--- src/rtl/router_wb_pkg.sv ---
// router_wb_pkg
// Shared definitions for the ALU write-back router and the operand router.
// Holds the destination-select encodings and small decode helpers that say
// which temp registers a given destination writes.
package router_wb_pkg;

  // Destination select carried alongside every ALU result.
  typedef enum logic [1:0] {
    DST_BANK = 2'b00,
    DST_RQ   = 2'b01,
    DST_RD   = 2'b10,
    DST_QD   = 2'b11
  } dst_sel_e;

  // True when the destination includes the RQ temp register.
  function automatic logic dstLoadsRq(input dst_sel_e sel);
    return (sel == DST_RQ) || (sel == DST_QD);
  endfunction

  // True when the destination includes the RD temp register.
  function automatic logic dstLoadsRd(input dst_sel_e sel);
    return (sel == DST_RD) || (sel == DST_QD);
  endfunction

endpackage

--- src/rtl/router_wb_hold.sv ---
// wb_hold_reg
// One-entry valid/ready holding register for the Data Bank write port.
// Loads a payload, holds it stable while the consumer stalls, retires it
// when the consumer is ready, and can be flushed.
//
// Ports:
//   clk_i      clock, all updates on the rising edge
//   rst_i      synchronous active-high reset, clears valid and payload
//   load_i     capture data_i this cycle (caller guarantees can_load_o)
//   flush_i    drop the held entry; payload holds, valid clears
//   data_i     payload to capture
//   ready_i    consumer accepts the held entry this cycle
//   valid_o    held entry is valid
//   data_o     held payload
//   can_load_o register is free now or frees up at this edge
module wb_hold_reg #(
  parameter int PW = 29
) (
  input  logic          clk_i,
  input  logic          rst_i,
  input  logic          load_i,
  input  logic          flush_i,
  input  logic [PW-1:0] data_i,
  input  logic          ready_i,
  output logic          valid_o,
  output logic [PW-1:0] data_o,
  output logic          can_load_o
);

  logic          valid_q, valid_d;
  logic [PW-1:0] data_q,  data_d;

  // A retire and a new load can share an edge, which gives one entry per
  // cycle of throughput without a second buffer slot.
  assign can_load_o = ~valid_q | ready_i;

  // Next-state: flush wins over retire/load; a load in the retire cycle
  // overwrites the retired entry and keeps valid asserted.
  always_comb begin
    valid_d = valid_q;
    data_d  = data_q;
    if (flush_i) begin
      valid_d = 1'b0;
    end else begin
      if (valid_q && ready_i) begin
        valid_d = 1'b0;
      end
      if (load_i) begin
        valid_d = 1'b1;
        data_d  = data_i;
      end
    end
  end

  // State register with synchronous reset.
  always_ff @(posedge clk_i) begin
    if (rst_i) begin
      valid_q <= 1'b0;
      data_q  <= '0;
    end else begin
      valid_q <= valid_d;
      data_q  <= data_d;
    end
  end

  assign valid_o = valid_q;
  assign data_o  = data_q;

endmodule

--- src/rtl/router_wb.sv ---
// router_wb
// Write-back router at the ALU output. Accepts one result per cycle over a
// valid/ready handshake and steers it to the Data Bank write port (through
// a one-entry holding register), the RQ temp, the RD temp, or both temps.
// Also registers zero/negative flags of the last accepted result.
//
// Ports:
//   clk_i        clock
//   rst_i        synchronous active-high reset
//   res_valid_i  ALU result valid
//   res_ready_o  router can accept a result this cycle
//   res_data_i   ALU result word
//   res_addr_i   Data Bank address (BANK destination only)
//   dst_sel_i    00=BANK 01=RQ 10=RD 11=RQ+RD
//   flush_i      drop pending bank write, block acceptance
//   wr_en_o      Data Bank write request (registered)
//   wr_addr_o    Data Bank write address (registered)
//   wr_data_o    Data Bank write data (registered)
//   wr_ready_i   Data Bank accepts the write this cycle
//   RQ_o, RD_o   temp registers feeding the operand router
//   z_flag_o     last accepted result was zero
//   n_flag_o     MSB of last accepted result
module router_wb
  import router_wb_pkg::*;
#(
  parameter int W  = 24,
  parameter int AW = 5
) (
  input  logic          clk_i,
  input  logic          rst_i,
  input  logic          res_valid_i,
  output logic          res_ready_o,
  input  logic [W-1:0]  res_data_i,
  input  logic [AW-1:0] res_addr_i,
  input  logic [1:0]    dst_sel_i,
  input  logic          flush_i,
  output logic          wr_en_o,
  output logic [AW-1:0] wr_addr_o,
  output logic [W-1:0]  wr_data_o,
  input  logic          wr_ready_i,
  output logic [W-1:0]  RQ_o,
  output logic [W-1:0]  RD_o,
  output logic          z_flag_o,
  output logic          n_flag_o
);

  dst_sel_e        dstSel;
  logic            holdFree;
  logic            acceptNow;
  logic            bankLoad;
  logic [AW+W-1:0] holdPayload;

  logic [W-1:0] rq_q, rq_d;
  logic [W-1:0] rd_q, rd_d;
  logic         zFlag_q, zFlag_d;
  logic         nFlag_q, nFlag_d;

  assign dstSel = dst_sel_e'(dst_sel_i);

  // Readiness only looks at the bank holding register, even for temp
  // destinations, so results always complete in issue order.
  assign res_ready_o = ~rst_i & ~flush_i & holdFree;
  assign acceptNow   = res_valid_i & res_ready_o;
  assign bankLoad    = acceptNow & (dstSel == DST_BANK);

  wb_hold_reg #(
    .PW(AW + W)
  ) u_hold (
    .clk_i      (clk_i),
    .rst_i      (rst_i),
    .load_i     (bankLoad),
    .flush_i    (flush_i),
    .data_i     ({res_addr_i, res_data_i}),
    .ready_i    (wr_ready_i),
    .valid_o    (wr_en_o),
    .data_o     (holdPayload),
    .can_load_o (holdFree)
  );

  assign wr_addr_o = holdPayload[AW+W-1:W];
  assign wr_data_o = holdPayload[W-1:0];

  // Temp registers and flags only move on an accepted result; flags track
  // every accepted result whatever its destination.
  always_comb begin
    rq_d    = rq_q;
    rd_d    = rd_q;
    zFlag_d = zFlag_q;
    nFlag_d = nFlag_q;
    if (acceptNow) begin
      if (dstLoadsRq(dstSel)) rq_d = res_data_i;
      if (dstLoadsRd(dstSel)) rd_d = res_data_i;
      zFlag_d = (res_data_i == '0);
      nFlag_d = res_data_i[W-1];
    end
  end

  // Temp and flag registers with synchronous reset.
  always_ff @(posedge clk_i) begin
    if (rst_i) begin
      rq_q    <= '0;
      rd_q    <= '0;
      zFlag_q <= 1'b0;
      nFlag_q <= 1'b0;
    end else begin
      rq_q    <= rq_d;
      rd_q    <= rd_d;
      zFlag_q <= zFlag_d;
      nFlag_q <= nFlag_d;
    end
  end

  assign RQ_o     = rq_q;
  assign RD_o     = rd_q;
  assign z_flag_o = zFlag_q;
  assign n_flag_o = nFlag_q;

endmodule

--- config.mk ---
export PLATFORM = sky130hd
export DESIGN_NAME = router_wb
export DESIGN_NICKNAME = d
export VERILOG_FILES = /design/src/rtl/router_wb_pkg.sv /design/src/rtl/router_wb_hold.sv /design/src/rtl/router_wb.sv
export SDC_FILE = /design/constraint.sdc
export NUM_CORES = 1
export LEC_CHECK = 0
export BUFFER_PORTS_ARGS = -buffer_cell sky130_fd_sc_hd__buf_2
export CAP_MARGIN = 20
export CELL_PAD_IN_SITES_DETAIL_PLACEMENT = 0
export CELL_PAD_IN_SITES_GLOBAL_PLACEMENT = 1
export CORE_MARGIN = 2
export CORE_UTILIZATION = 34
export CTS_BUF_LIST = sky130_fd_sc_hd__clkbuf_4
export DETAILED_ROUTE_END_ITERATION = 6
export GPL_TIMING_DRIVEN = 0
export PLACE_DENSITY = 0.87
export SYNTH_ARGS = -nofsm -noshare
export SYNTH_HDL_FRONTEND = slang
export SYNTH_SLANG_ARGS = --single-unit
--- constraint.sdc ---
create_clock -name clk_i -period 1.25 [get_ports clk_i]
set_input_delay 0.1875 -clock clk_i [delete_from_list [all_inputs] [get_ports clk_i]]
set_output_delay 0.1875 -clock clk_i [all_outputs]
set_load 0.01 [all_outputs]
==> results.yml <==
routing:
  drt_first_pass_iters: 4
  drt_wl_total_um: 7940
  final_antenna_net_count: 0
  route.vias.total: 2417
  wl_per_cell_um: 15.1
  route.detailed.drc: 0
  viasPerCell: 4.60
  dr.first_iter.drc_count: 42
clocking:
  cts-root-buf: "clkbuf_4"
  cts.sinks: 80
  cts_buffer_depth: 2
  clock_latency_ns: 0.42
  cts_buffers: 9
  cts_tree: "yes"
  clkTransAtPathRegs_ns: 0.13
  h-tree-depth: 3
synth:
  synth.net_count: 309
  yosysSeqAreaShare_pct: 54.2
  syn_inst: 273
  yosysWarningCount: 0
  syn_area_um2: 2950
  ys_top_cells_by_area: "dfxtp_1, mux2i_1, nor2_1, buf_6, nand4_4"
  synth_top_area_share_pct: 54.2
  netlist.top_cell.by_area: "dfxtp_1"
  ys_types: 18
  syn_avg_cell_area_um2: 10.8
  ys_ff_latch: 80
pwr:
  combPwrFrac_pct: 8.9
  total_power_mw: 4.78
  seqPwrFrac_pct: 54.8
  ir_worst_vdd_mv: 0.480
  power_frac_clock_pct: 36.2
  p_int_mw: 3.65
  swShare_pct: 23.7
  power_density_nw_per_um2: 1170
  p_leak_nw: 2.39
  p_sw_mw: 1.13
floorplan:
  rows: 34
  io_pins: 117
  die_area_um2: 9450
  start_util_pct: 34.5
  die_h_um: 97.2
  die_x_um: 97.2
  core_um2: 8550
grt:
  grt_max_degree: 14
  grt_pass1_wl_um: 12700
  globalRoute.totalOverflow: 0
  first_global_vias: 2373
  antenna_found_initial: 0
  track_usage_pct: 17.2
worst_setup_path:
  crit_path_start_kind: "flip-flop"
  cpPeakStageDelay_ns: 0.35
  rr_startpoint: "u_hold.valid_o"
  setup.worst_path.start: "u_hold.valid_o"
  reg2reg_slack_ns: -0.12
  path_common_cell: "buf_6"
  reg2reg_to: "RD_o[17]"
  reg2regPathDepth: 7
  end_kind: "output port"
  critPathSlowestCell: "dfxtp_2"
  path_class: "flip-flop to output port"
  cp_num_cells: 4
  crit_buf_inv: 2
  crit_arrival_ns: 1.19
  required_ns: 1.06
  path_max_fanout: 4
  critical_path.top_delay_family: "flip-flops"
  path_cells: "nand2b_1, buf_6, and2_4, buf_6"
layout:
  layoutNonFillerInstCount: 526
  multiInputGateArea_um2: 1250
  antenna_cells: 0
  num-fill-cells: 819
  ff_latch_area_um2: 1600
  nets: 449
  area_growth_pct: 38.5
  drive_above_1_share_pct: 37.8
placement:
  port_buffers: 115
  place_hpwl_um: 5630
  gp_congestion: 0.774
  dp_cells: 496
timing:
  fin_crit_sh_pct: 110
  fin_worst_skew_ns: 0.0151
  finalSetupViolations: 79
  clock.fmax_mhz: 726
  max-slew-margin-rel_pct: 62.2
  fin_ws_ns: -0.127
  worstMarginPinSlew_ns: 0.567
  fin_crit_ns: 1.38
  rsz0062_at_grt: "true"
  maxSlewViolCount: 0
  finalHoldViolCount: 0
min_path:
  holdPathStages: 3
  hold_end: "u_hold.data_o[4]"
  hp-class: "input pin to flip-flop"
  hold_path.startpoint: "res_data_i[4]"
flow_run:
  maxCapViolations: 0
status:
  violations: "negative setup slack"
  outcome: "finished with violations"
-- sequential cells by signal, summed over array words and instances, names as in the netlist --
register	cells
RD_o	24
RQ_o	24
n_flag_o	1
u_hold.data_o	29
u_hold.valid_o	1
z_flag_o	1
-- cell type report --
class / instances / area share, %
timing repair buffer: 129 / 18.3
clock inverter: 5 / 1.99
buffer: 17 / 4.59
multi-input combinational: 176 / 30.6
tap: 108 / 3.30
clock buffer: 11 / 2.02
sequential: 80 / 39.2
-- worst reg2reg max path: cells and delay by family, from the launching register on --
| family | cells | cell delay, ns |
|---|---|---|
| mux | 1 | 0.20 |
| simple gates | 3 | 0.25 |
| buf+inv | 3 | 0.45 |
| flops | 1 | 0.35 |
-- placed cells by master, fill, tap and decap left out, drive strengths merged --
master	netlist	routed
nand2b	1	1
nand4	4	4
dfxtp	80	80
or3	1	1
buf	9	133
clkbuf	8	19
a21oi	1	1
nor2	80	80
dlygate4sd3	0	5
nor4	6	6
bufinv	0	2
and2	1	1
mux2i	78	78
nand2	2	2
clkinv	0	2
clkinvlp	0	1
a21boi	1	1
nand3	1	1
-- cell usage after synthesis (all sizes together) --
library cell / n
and2: 1
nand2: 2
dfxtp: 80
buf: 9
nand4: 4
nand2b: 1
a21oi: 1
clkbuf: 8
a21boi: 1
nand3: 1
or3: 1
mux2i: 78
nor4: 6
nor2: 80
-- metrics by stage --
step	hold slack [ns]	worst slack (ns)	area, um2	TNS (ns)	util, %
floorplan	0.331	-0.0166	2970	-0.432	-
global placement	0.417	-0.316	3680	-9.11	43.0
detailed placement	0.430	-0.362	3680	-9.85	43.0
CTS	0.0192	-0.144	4100	-6.00	47.9
global route	0.0158	-0.205	4090	-11.75	47.9
finish	0.0451	-0.127	4090	-5.84	47.9
-- routing by layer --
layer / wire length [um] / track usage, %
met1: 3620 / 21.6
met2: 3710 / 27.5
met3: 465 / 5.40
met4: 144 / 6.94
met5: 0 / 0
-- worst max path at each step --
stage / to / slack, ns
2_1_floorplan: u_hold.data_o[0] / -0.02
3_3_place_gp: z_flag_o / -0.32
3_5_place_dp: z_flag_o / -0.36
4_1_cts: res_ready_o / -0.14
5_1_grt: RD_o[10] / -0.20
6_report: res_ready_o / -0.13
-- kinds of logic (layout without fill, tap and decap cells) --
group	Yosys count	count (layout)	synth area share, %
multiplexers	78	78	26.4
AO/OA/AOI/OAI	2	2	0.423
flip-flops	80	80	54.2
AND/OR/NAND/NOR	96	96	15.1
buffers and inverters	17	162	3.85
-- power groups by stage --
stage                     Combinational [mW]  Sequential, mW  Clock, mW
after detailed placement               0.391            2.67          0
after global placement                 0.384            2.67          0
final                                  0.427            2.62       1.73
after CTS                              0.433            2.62       1.78
after floorplan                        0.172            2.70          0
after global routing                   0.466            2.63       1.92
-- repair_timing --
action,CTS,global route
gates cloned,3,0
buffers inserted,7,1
hold buffers,5,0
setup endpoints to repair,71,80
hold endpoints to repair,5,0
resized for setup,22,7
pin swaps,0,1
(Power assumes the default switching activity.)
